[config.mk]
export PLATFORM = sky130hd
export DESIGN_NAME = flappy_physics
export DESIGN_NICKNAME = d
export VERILOG_FILES = /design/src/rtl/flappy_physics.sv
export SDC_FILE = /design/constraint.sdc
export NUM_CORES = 1
export LEC_CHECK = 0
export CAP_MARGIN = 10
export CELL_PAD_IN_SITES_DETAIL_PLACEMENT = 2
export CELL_PAD_IN_SITES_GLOBAL_PLACEMENT = 2
export CORE_UTILIZATION = 35
export DETAILED_ROUTE_END_ITERATION = 10
export PLACE_DENSITY_LB_ADDON = 0.1
export SYNTH_ARGS = -nofsm -noshare
export SYNTH_HDL_FRONTEND = slang
export SYNTH_SLANG_ARGS = --single-unit
[constraint.sdc]
create_clock -name clk -period 4.8 [get_ports clk]
set_clock_uncertainty 0.05 [all_clocks]
set_input_delay 0.72 -clock clk [delete_from_list [all_inputs] [get_ports clk]]
set_output_delay 0.72 -clock clk [all_outputs]
set_load 0.01 [all_outputs]
[src/rtl/flappy_physics.sv]
// Bird motion, game state and BCD score engine for FlappyBird.
// All outputs are registered and each input takes effect one cycle after it is sampled.
module flappy_physics #(
    parameter int Y_INIT      = 240,
    parameter int Y_MIN       = 0,
    parameter int Y_MAX       = 464,
    parameter int GRAVITY     = 1,
    parameter int FLAP_VEL    = -8,
    parameter int VMAX        = 10,
    parameter int DEAD_FRAMES = 60
) (
    input  logic        clk,
    input  logic        rst,
    input  logic        frame_tick,
    input  logic        flap,
    input  logic        collide,
    input  logic        pipe_pass,
    output logic [1:0]  state,
    output logic [8:0]  bird_y,
    output logic [5:0]  vel,
    output logic [15:0] score,
    output logic        game_over
);

    typedef enum logic [1:0] {
        IDLE   = 2'd0,
        FLYING = 2'd1,
        DEAD   = 2'd2
    } state_t;

    localparam logic [8:0]         Y_INIT_V  = 9'(Y_INIT);
    localparam logic [8:0]         Y_MAX_V   = 9'(Y_MAX);
    localparam logic [8:0]         Y_MIN_V   = 9'(Y_MIN);
    localparam logic signed [10:0] Y_MAX_S   = 11'(Y_MAX);
    localparam logic signed [10:0] Y_MIN_S   = 11'(Y_MIN);
    localparam logic signed [5:0]  VMAX_S    = 6'(VMAX);
    localparam logic signed [5:0]  GRAV_S    = 6'(GRAVITY);
    localparam logic [5:0]         FLAP_V    = 6'(FLAP_VEL);
    localparam logic [5:0]         DEAD_CNT  = 6'(DEAD_FRAMES);

    state_t      state_q, state_d;
    logic [8:0]  y_d;
    logic [5:0]  vel_d;
    logic [15:0] score_d;
    logic        go_d;
    logic [5:0]  cnt_q, cnt_d;

    logic signed [10:0] y_ext, v_ext, y_next;
    logic signed [5:0]  vel_s, vel_grav;
    logic               ground_hit;

    // BCD increment with per-digit carry, saturating at 9999
    function automatic logic [15:0] bcd_inc(input logic [15:0] s);
        logic [15:0] r;
        logic        carry;
        r     = s;
        carry = 1'b1;
        if (s != 16'h9999) begin
            for (int i = 0; i < 4; i++) begin
                if (carry) begin
                    if (r[i*4 +: 4] >= 4'd9) begin
                        r[i*4 +: 4] = 4'd0;
                    end else begin
                        r[i*4 +: 4] = r[i*4 +: 4] + 4'd1;
                        carry       = 1'b0;
                    end
                end
            end
        end
        return r;
    endfunction

    assign y_ext      = {2'b00, bird_y};
    assign v_ext      = {{5{vel[5]}}, vel};
    assign y_next     = y_ext + v_ext;
    assign vel_s      = vel;
    assign vel_grav   = (vel_s > VMAX_S - GRAV_S) ? VMAX_S : vel_s + GRAV_S;
    assign ground_hit = (y_next >= Y_MAX_S);

    always_ff @(posedge clk) begin
        if (rst) begin
            state_q   <= IDLE;
            bird_y    <= Y_INIT_V;
            vel       <= 6'd0;
            score     <= 16'h0000;
            game_over <= 1'b0;
            cnt_q     <= 6'd0;
        end else begin
            state_q   <= state_d;
            bird_y    <= y_d;
            vel       <= vel_d;
            score     <= score_d;
            game_over <= go_d;
            cnt_q     <= cnt_d;
        end
    end

    always_comb begin
        state_d = state_q;
        y_d     = bird_y;
        vel_d   = vel;
        score_d = score;
        go_d    = 1'b0;
        cnt_d   = cnt_q;

        unique case (state_q)
            IDLE: begin
                y_d   = Y_INIT_V;
                vel_d = 6'd0;
                if (flap) begin
                    state_d = FLYING;
                    vel_d   = FLAP_V;
                    score_d = 16'h0000;
                    cnt_d   = 6'd0;
                end
            end

            FLYING: begin
                if (collide) begin
                    state_d = DEAD;
                    go_d    = 1'b1;
                end else begin
                    if (frame_tick) begin
                        if (ground_hit) begin
                            y_d     = Y_MAX_V;
                            vel_d   = 6'd0;
                            state_d = DEAD;
                            go_d    = 1'b1;
                        end else if (y_next <= Y_MIN_S) begin
                            y_d   = Y_MIN_V;
                            vel_d = 6'd0;
                        end else begin
                            y_d   = y_next[8:0];
                            vel_d = vel_grav;
                        end
                    end
                    // A ground death keeps vel at zero even if a flap lands on the same cycle
                    if (flap && !(frame_tick && ground_hit)) begin
                        vel_d = FLAP_V;
                    end
                    if (pipe_pass) begin
                        score_d = bcd_inc(score);
                    end
                end
            end

            DEAD: begin
                if (frame_tick && (cnt_q < DEAD_CNT)) begin
                    cnt_d = cnt_q + 6'd1;
                end
                if (flap && (cnt_q == DEAD_CNT)) begin
                    state_d = IDLE;
                    y_d     = Y_INIT_V;
                    vel_d   = 6'd0;
                    cnt_d   = 6'd0;
                end
            end

            default: begin
                state_d = IDLE;
                y_d     = Y_INIT_V;
                vel_d   = 6'd0;
                cnt_d   = 6'd0;
            end
        endcase
    end

    assign state = state_q;

endmodule

After elaboration in Yosys (flattened, before gate mapping)
Index checks and enable logic that the tools add are counted.
Widths: inputs -> output; s select.
Storage, ports and cells
  output and inout port bits: 34
  logic and storage cells: 115
  bits of input ports: 6
  register bits after elaboration: 40
Cells by class
  equality and inequality tests: 17
  mux-type cells: 57
  bitwise gates (word level): 1
  magnitude comparators: 8
  add/subtract/negate cells: 7
  reduce and logical (&&, ||, !) cells: 16
Operator list (count)
  $mux 6: 11
  $mux 16: 4
  $mux 9: 5
  $pmux 6 s3: 2
  $pmux 16 s2: 1
  $mux 4: 7
  $mux 1: 20
  $ne 2x2->1 const B: 9
  $pmux 9 s2: 1
  $reduce_and 6->1: 3
  $add 4x1->4 const B: 4
  $ge 4x4->1 const B: 4
  $ne 16x16->1 const B: 1
  $ne 3x3->1 const B: 4
  $add 10x6->11: 1
  $ge 11x10->1 const B: 1
  $le 11x1->1 const B: 1
  $mux 2: 5
  $reduce_and 3->1: 3
  $add 6x1->6 const B: 1
  $add 6x2->6 const B: 1
  $eq 6x6->1 const B: 1
  $gt 6x5->1 const B: 1
  $lt 6x6->1 const B: 1
  other kinds (11): 14

Longest topological paths before layout
  depth after elaboration: 21
  gate-level depth with buffers: 10
  gate-level depth less buffers: 10

Worst setup path before layout
Ideal clock, no wire load.
  path kind: register to register
  start: register vel[0]
  end: register vel[1]
  setup time: 71 ps
  buffers on the path: 0
  path slack: 2010 ps
  clock period less this slack: 2790 ps
  required time: 4679 ps
  cell stages (with the launch flop): 11
  arrival time: 2669 ps
  cell sequence: dfxtp_1 ha_1 fa_1 a21o_1 a21oi_2 xnor2_1 o211a_1 and4_1 nor4_4 o2111ai_1 a21oi_1
On the way
  longest elaborated chain between the ends: 8
  elaborated cells on any way between the ends: 17
  classes of those cells: 2 x add/sub; 3 x order compare; 1 x eq/ne; 7 x mux; 4 x reduce/logical
Ends and longest elaborated chain
  from (decl): line 20  | output logic [5:0] vel,
  from (signal assigned): line 91  | vel <= vel_d;
  $add 10x6->11 (tied with other cells): line 75  | assign y_next = y_ext + v_ext;
  $le 11x1->1 (tied with other cells): line 129  | end else if (y_next <= Y_MIN_S) begin
  $mux 6 / $logic_and 1x1->1 (equally long branches): line 129, 138
  $mux 6 / $logic_not 1->1 (equally long branches): line 124, 138
  $mux 6 / $logic_and 1x1->1 (equally long branches): line 123, 138
  $mux 6: line 138  | if (flap && !(frame_tick && ground_hit)) begin
  $mux 6: line 119  | if (collide) begin
  $pmux 6 s3: line 106  | unique case (state_q)
Several ways; a longest one is shown, not always the timed one. The select of a mux whose other input is x is not followed.
A chain may end at the register's enable or synchronous reset.

Worst setup path after layout
  start: register vel[5]
  end: register vel[1]
On the way
  longest elaborated chain between the ends: 8
  elaborated cells on any way between the ends: 16
  classes of those cells: 1 x add/sub; 3 x order compare; 1 x eq/ne; 7 x mux; 4 x reduce/logical
Ends and longest elaborated chain (line)
  $add 10x6->11 / $gt 6x5->1 (equally long branches): 75, 77
  $le 11x1->1 (tied with other cells): 129
  $mux 6 / $logic_and 1x1->1 (equally long branches): 129, 138
  $mux 6 / $logic_not 1->1 (equally long branches): 124, 138
  $mux 6 / $logic_and 1x1->1 (equally long branches): 123, 138
  $mux 6: 138
  $mux 6: 119
  $pmux 6 s3: 106
Several ways; a longest one is shown, not always the timed one. The select of a mux whose other input is x is not followed.

==> results.sh <==
export IMPL_status="finished clean"
export IMPL_post_place_ws_ns=1.54
export IMPL_ys_seq_area_share_pct=29.3
export IMPL_synth_area_per_cell_um2=8.00
export IMPL_initial_core_util_pct=37.0
export IMPL_hold_class="reg2reg"
export IMPL_drv_cap=0
export IMPL_postCtsHoldBufs=0
export IMPL_dpl_cell_count=469
export IMPL_insertion_delay_ns=0.30
export IMPL_ant_nets=0
export IMPL_routedWlPerCell_um=17.9
export IMPL_path_common_cell="a21oi_1"
export IMPL_yosys_warnings=0
export IMPL_synth_edf_count=0
export IMPL_cts_repair_resize_count=0
export IMPL_fin_crit_sh_pct=68.3
export IMPL_finalPower_mw=0.996
export IMPL_die_height_um=90.4
export IMPL_slew_viol_final=0
export IMPL_top_level_ports=40
export IMPL_setup_violations=0
export IMPL_num_antenna_cells=0
export IMPL_ys_types=51
export IMPL_htreeDepth=2
export IMPL_r2r_start="vel[5]"
export IMPL_gp_congestion=0.768
export IMPL_worst_ep_arrival_time_ns=3.46
export IMPL_ys_ff_latch=40
export IMPL_vias=2601
export IMPL_synth_top_cell_by_area="dfxtp_1"
export IMPL_grt_util_all_layers_pct=21.5
export IMPL_grt_setup_unrepaired="false"
export IMPL_fin_cells=476
export IMPL_fmax_ghz=0.305
export IMPL_yosysTopAreaCellShare_pct=29.3
export IMPL_crit_path_cell_trace="ha_1, a21oi_1, o211ai_2, a31o_1, a21oi_2, xnor2_1, nor4_4, o2111ai_1, a21oi_1"
export IMPL_place_port_buffers=39
export IMPL_gr_total_overflow=0
export IMPL_numCtsBuffers=5
export IMPL_worst_setup_path_start_kind="register"
export IMPL_drc_errors=0
export IMPL_tritoncts="yes"
export IMPL_critical_path_class="reg2reg"
export IMPL_final_hold_violation_count=0
export IMPL_die_area_um2=8180
export IMPL_setup_ws_ns=1.52
export IMPL_power_density_nw_per_um2=304
export IMPL_worst_setup_path_end_kind="register"
export IMPL_grt_pass1_wl_mm=14.1
export IMPL_critPathMaxStageDelay_ns=0.65
export IMPL_maxSlewHeadroom_pct=56.8
export IMPL_ys_flop_type="dfxtp_1"
export IMPL_detail_route_first_pass_iterations=4
export IMPL_fin_setup_tns_ns=0
export IMPL_hp_start="bird_y[3]"
export IMPL_grt_max_degree=27
export IMPL_grt_pass1_vias=2718
export IMPL_worstPathRequired_ns=4.98
export IMPL_post_dp_hpwl_mm=6.49
export IMPL_coreArea_um2=7410
export IMPL_crit_path_top_delay_cell="dfxtp_1"
export IMPL_rrSetupSlack_ns=1.52
export IMPL_vias_per_cell=5.46
export IMPL_die_x_um=90.4
export IMPL_syn_area_um2=2740
export IMPL_p_leak_nw=1.25
export IMPL_drtIter0Drc=56
export IMPL_path_max_fanout=13
export IMPL_drive_gt1_share_pct=5.31
export IMPL_clk_pin_slew_ns=0.08
export IMPL_whs_path_depth=2
export IMPL_period_needed_ns=3.28
export IMPL_syn2layout_area_growth_pct=19.7
export IMPL_synth_nets=376
export IMPL_ir_worst_vdd_mv=0.145
export IMPL_reg2reg_depth=9
export IMPL_synthArstFlopShare_pct=0
export IMPL_routed_wirelength_mm=8.52
export IMPL_std_cell_rows=31
export IMPL_finalNetCount=411
export IMPL_antenna_found_initial=0
export IMPL_cts_sinks=40
export IMPL_max_clock_path_buffers=2
export IMPL_critPathLaunch="vel[5]"
export IMPL_cts_root_buf="clkbuf_8"
export IMPL_ys_top_cells_by_area="dfxtp_1 (29%), ha_1 (12%), nor2_1 (5.9%)"
export IMPL_postCtsSetupRepairBufs=0
export IMPL_worst_slew_pin_slew_ns=0.644
export IMPL_syn_inst=342
## worst max-delay path: cells and delay by family (launching register included)
kind / cells / cell delay, ns
compound gates: 6 / 1.32
xor+xnor: 1 / 0.15
fa+ha+maj: 1 / 0.45
flops: 1 / 0.65
simple gates: 1 / 0.60
## per-layer routing
metal  vias to the layer above  global-route usage, %  wire (um)
met5                         -                      0          0
met4                         0                   5.24         87
met2                        35                   36.9       4090
met3                         7                   3.20        226
met1                      1272                   28.3       4110
li1                       1287                      -          -
## cells in the mapped netlist, types with 4 or more instances
library cell	n
nand4b_1	4
xnor2_1	10
o21ai_0	18
clkbuf_1	8
inv_1	16
nor2b_1	4
a21o_1	6
ha_1	27
o21ai_1	5
nand3_1	14
nor3_1	12
xor2_1	10
dfxtp_1	40
nand4_1	4
nand3b_1	5
nand2_1	27
a21oi_1	27
nor2_1	43
o21bai_1	4
nand2b_1	4
## cells in the final DEF, fill, tap and decap left out, types with 3 or more instances in the layout
| cell type | netlist | routed |
|---|---|---|
| nor2_1 | 43 | 43 |
| dfxtp_1 | 40 | 40 |
| clkdlybuf4s50_1 | 0 | 39 |
| nand2_1 | 27 | 27 |
| a21oi_1 | 27 | 27 |
| ha_1 | 27 | 27 |
| o21ai_0 | 18 | 18 |
| inv_1 | 16 | 16 |
| nand3_1 | 14 | 14 |
| nor3_1 | 12 | 12 |
| xnor2_1 | 10 | 10 |
| xor2_1 | 10 | 10 |
| a21o_1 | 6 | 6 |
| o21ai_1 | 5 | 5 |
| nand3b_1 | 5 | 5 |
| clkbuf_8 | 0 | 5 |
| nor2b_1 | 4 | 4 |
| o21bai_1 | 4 | 4 |
| nand4b_1 | 4 | 4 |
| nand4_1 | 4 | 4 |
| nand2b_1 | 4 | 4 |
| a21oi_2 | 3 | 3 |
| nor3b_1 | 3 | 3 |
| a211oi_1 | 3 | 3 |
| a31oi_1 | 3 | 3 |
| o31ai_1 | 3 | 3 |
| a41oi_1 | 3 | 3 |
## state kept, by name, summed over array words and instances, names as in the netlist
name,flops
bird_y,9
state,2
cnt_q,6
score,16
vel,6
game_over,1
## kinds of logic after synthesis
kind of cell / count (synthesis) / share of synthesized area [%]
simple gates: 134 / 24.8
compound gates: 92 / 22.0
flops: 40 / 29.3
buf+inv: 28 / 4.48
fa+ha+maj: 28 / 13.1
xor+xnor: 20 / 6.40
## area by class of cell
type / count / area, um^2
clock buffer: 5 / 68.8
fill: 853 / 4130
tap: 99 / 124
inverter: 16 / 60.1
multi-input combinational: 274 / 1810
sequential: 40 / 801
timing repair buffer: 40 / 398
clock inverter: 2 / 12.5
## final timing paths
| path | end |
|---|---|
| max | vel[1] |
| max reg2reg | vel[1] |
| min reg2reg | bird_y[3] |
| min | bird_y[3] |
## through the flow
step	utilization, %	area, um^2	hold WS (ns)
2_1_floorplan	-	2740	0.424
3_3_place_gp	43.2	3200	0.443
3_5_place_dp	43.2	3200	0.463
4_1_cts	44.2	3280	0.481
5_1_grt	44.2	3280	0.509
6_report	44.2	3280	0.476
## power by group
part           switching (mW)  internal (mW)
Combinational           0.230          0.153
Sequential             0.0323          0.350
Clock                   0.132         0.0988
Total                   0.394          0.601
Note: power is estimated with default switching activity, not from simulation.
==> RTL edit (same settings) <==
Compare `cnt_q` against `DEAD_CNT` with >= in place of ==.
--- a/src/rtl/flappy_physics.sv
+++ b/src/rtl/flappy_physics.sv
@@ -148,7 +148,7 @@
                 if (frame_tick && (cnt_q < DEAD_CNT)) begin
                     cnt_d = cnt_q + 6'd1;
                 end
-                if (flap && (cnt_q == DEAD_CNT)) begin
+                if (flap && (cnt_q >= DEAD_CNT)) begin
                     state_d = IDLE;
                     y_d     = Y_INIT_V;
                     vel_d   = 6'd0;
Behaviour: no difference found for any inputs over 10 cycles, from zero or initial values and one cycle with rst high; that may be too few to reach the edited logic, so the function may still have changed.
==> RTL edit against the unedited design <==
  * Synthesized cell count up 4.1%
  * Critical path type unchanged
  * Combinational power down 8.6%
  * Sequential cell count unchanged
  * Cell area up 4.0%
  * Power up 1.6%
  * Die area up 5.5%
  * Wire length up 4.1%
  * Via count up 6.1%
  * Worst setup slack worse by 420 ps
  * Synthesized area up 5.6%
  * Sequential share of layout area down 0.95 points
  * Count of clock-buffer cells in the layout unchanged
==> RTL edit: results (changes against the unedited design) <==
* Outcome: completed
* GRT met3 Usage at 3.12% (-0.079 points)
* Top delay family on crit path: simple AND/OR/NAND/NOR gates
* Worst-margin pin slew at 748 ps (+104 ps)
* CP peak stage delay at 810 ps (+160 ps)
* M1 GR Usage at 28.5% (+0.19 points)
* Gpl congestion at 0.790 (+2.9%)
* Routed length per instance at 18.1 µm (+0.96%)
* Area post-placement at 0.00330 mm² (+3.2%)
* Syn Nets at 389 (+3.5%)
* Pre-CTS WS at 1100 ps (-437 ps)
* Number of global-route vias before repair at 2941 (+8.2%)
* Most common library cells after synthesis: dfxtp_1 (40), nor2_1 (40), a21oi_1 (30), ha_1 (26), nand2_1 (25)
* Largest net degree at the start of global routing at 23 (-15%)
* Seq/Total Area, Yosys at 27.7% (-1.5 points)
* Nets at 421 (+2.4%)
* Post-detailed-placement half-perimeter wirelength at 6780 µm (+4.5%)
* DRT met1 WL at 4260 µm (+3.5%)
* Leak at 1.31 nW (+4.3%)
* Global-route wire length before repair at 15100 µm (+6.5%)
* Worst endpoint data arrival time at 3890 ps (+430 ps)
* Drt first-iter violations at 97 (+73%)
* Wire length on met3 at 181 µm (-20%)
* Routed wl met2 at 4340 µm (+6.2%)
* Vias/cell at 5.62 (+2.9%)
* Crit path max fanout at 22 (+9)
* Clock transition at path regs at 80 ps (about the same)
==> RTL edit: cell count changes after synthesis, moves of 4 or more <==
cell and delta:
clkbuf_1 -4, nor3_1 -4, nand4b_1 -4, nand2b_1 +5
a32o_1 +4, a21o_1 -4, o21ai_1 -5, inv_1 +5
mux2i_1 +4
==> RTL edit: where the power goes <==
| part | leakage [nW] | switching (mW) | internal (mW) |
|---|---|---|---|
| clock network | 0.0541 | 0.131 | 0.154 |
| registers | 0.325 | 0.0292 | 0.348 |
| logic | 0.926 | 0.210 | 0.139 |
==> RTL edit: worst paths after layout <==
path                     to       from  slack, ps
hold reg to reg   bird_y[8]  bird_y[8]        450
setup reg to reg     vel[1]     vel[5]       1100
setup / recovery     vel[1]     vel[5]       1100
hold / removal    bird_y[8]  bird_y[8]        450
==> RTL edit: layout make-up <==
| class | count | area (µm²) |
|---|---|---|
| inverter | 21 | 78.8 |
| sequential | 40 | 801 |
| tap | 102 | 128 |
| clock inverter | 3 | 42.5 |
| clock buffer | 5 | 68.8 |
| timing repair buffer | 39 | 390 |
| multi-input combinational | 281 | 1900 |
| fill | 922 | 4440 |
==> RTL edit: stage by stage <==
stage          util [%]  cells
3_3_place_gp       42.0    483
6_report           43.5    491
5_1_grt            43.5    491
2_1_floorplan         -    356
3_5_place_dp       42.0    483
4_1_cts            43.5    491
==> RTL edit: kinds of logic (layout without fill, tap and decap cells) <==
kind of cell | count (synthesis) | in the layout | share of synthesized area [%]
mux | 4 | 4 | 1.39
simple gates | 136 | 136 | 23.9
compound gates | 94 | 94 | 22.2
flops | 40 | 40 | 27.7
xor+xnor | 20 | 20 | 6.32
fa+ha+maj | 27 | 27 | 11.9
buf+inv | 35 | 68 | 6.49
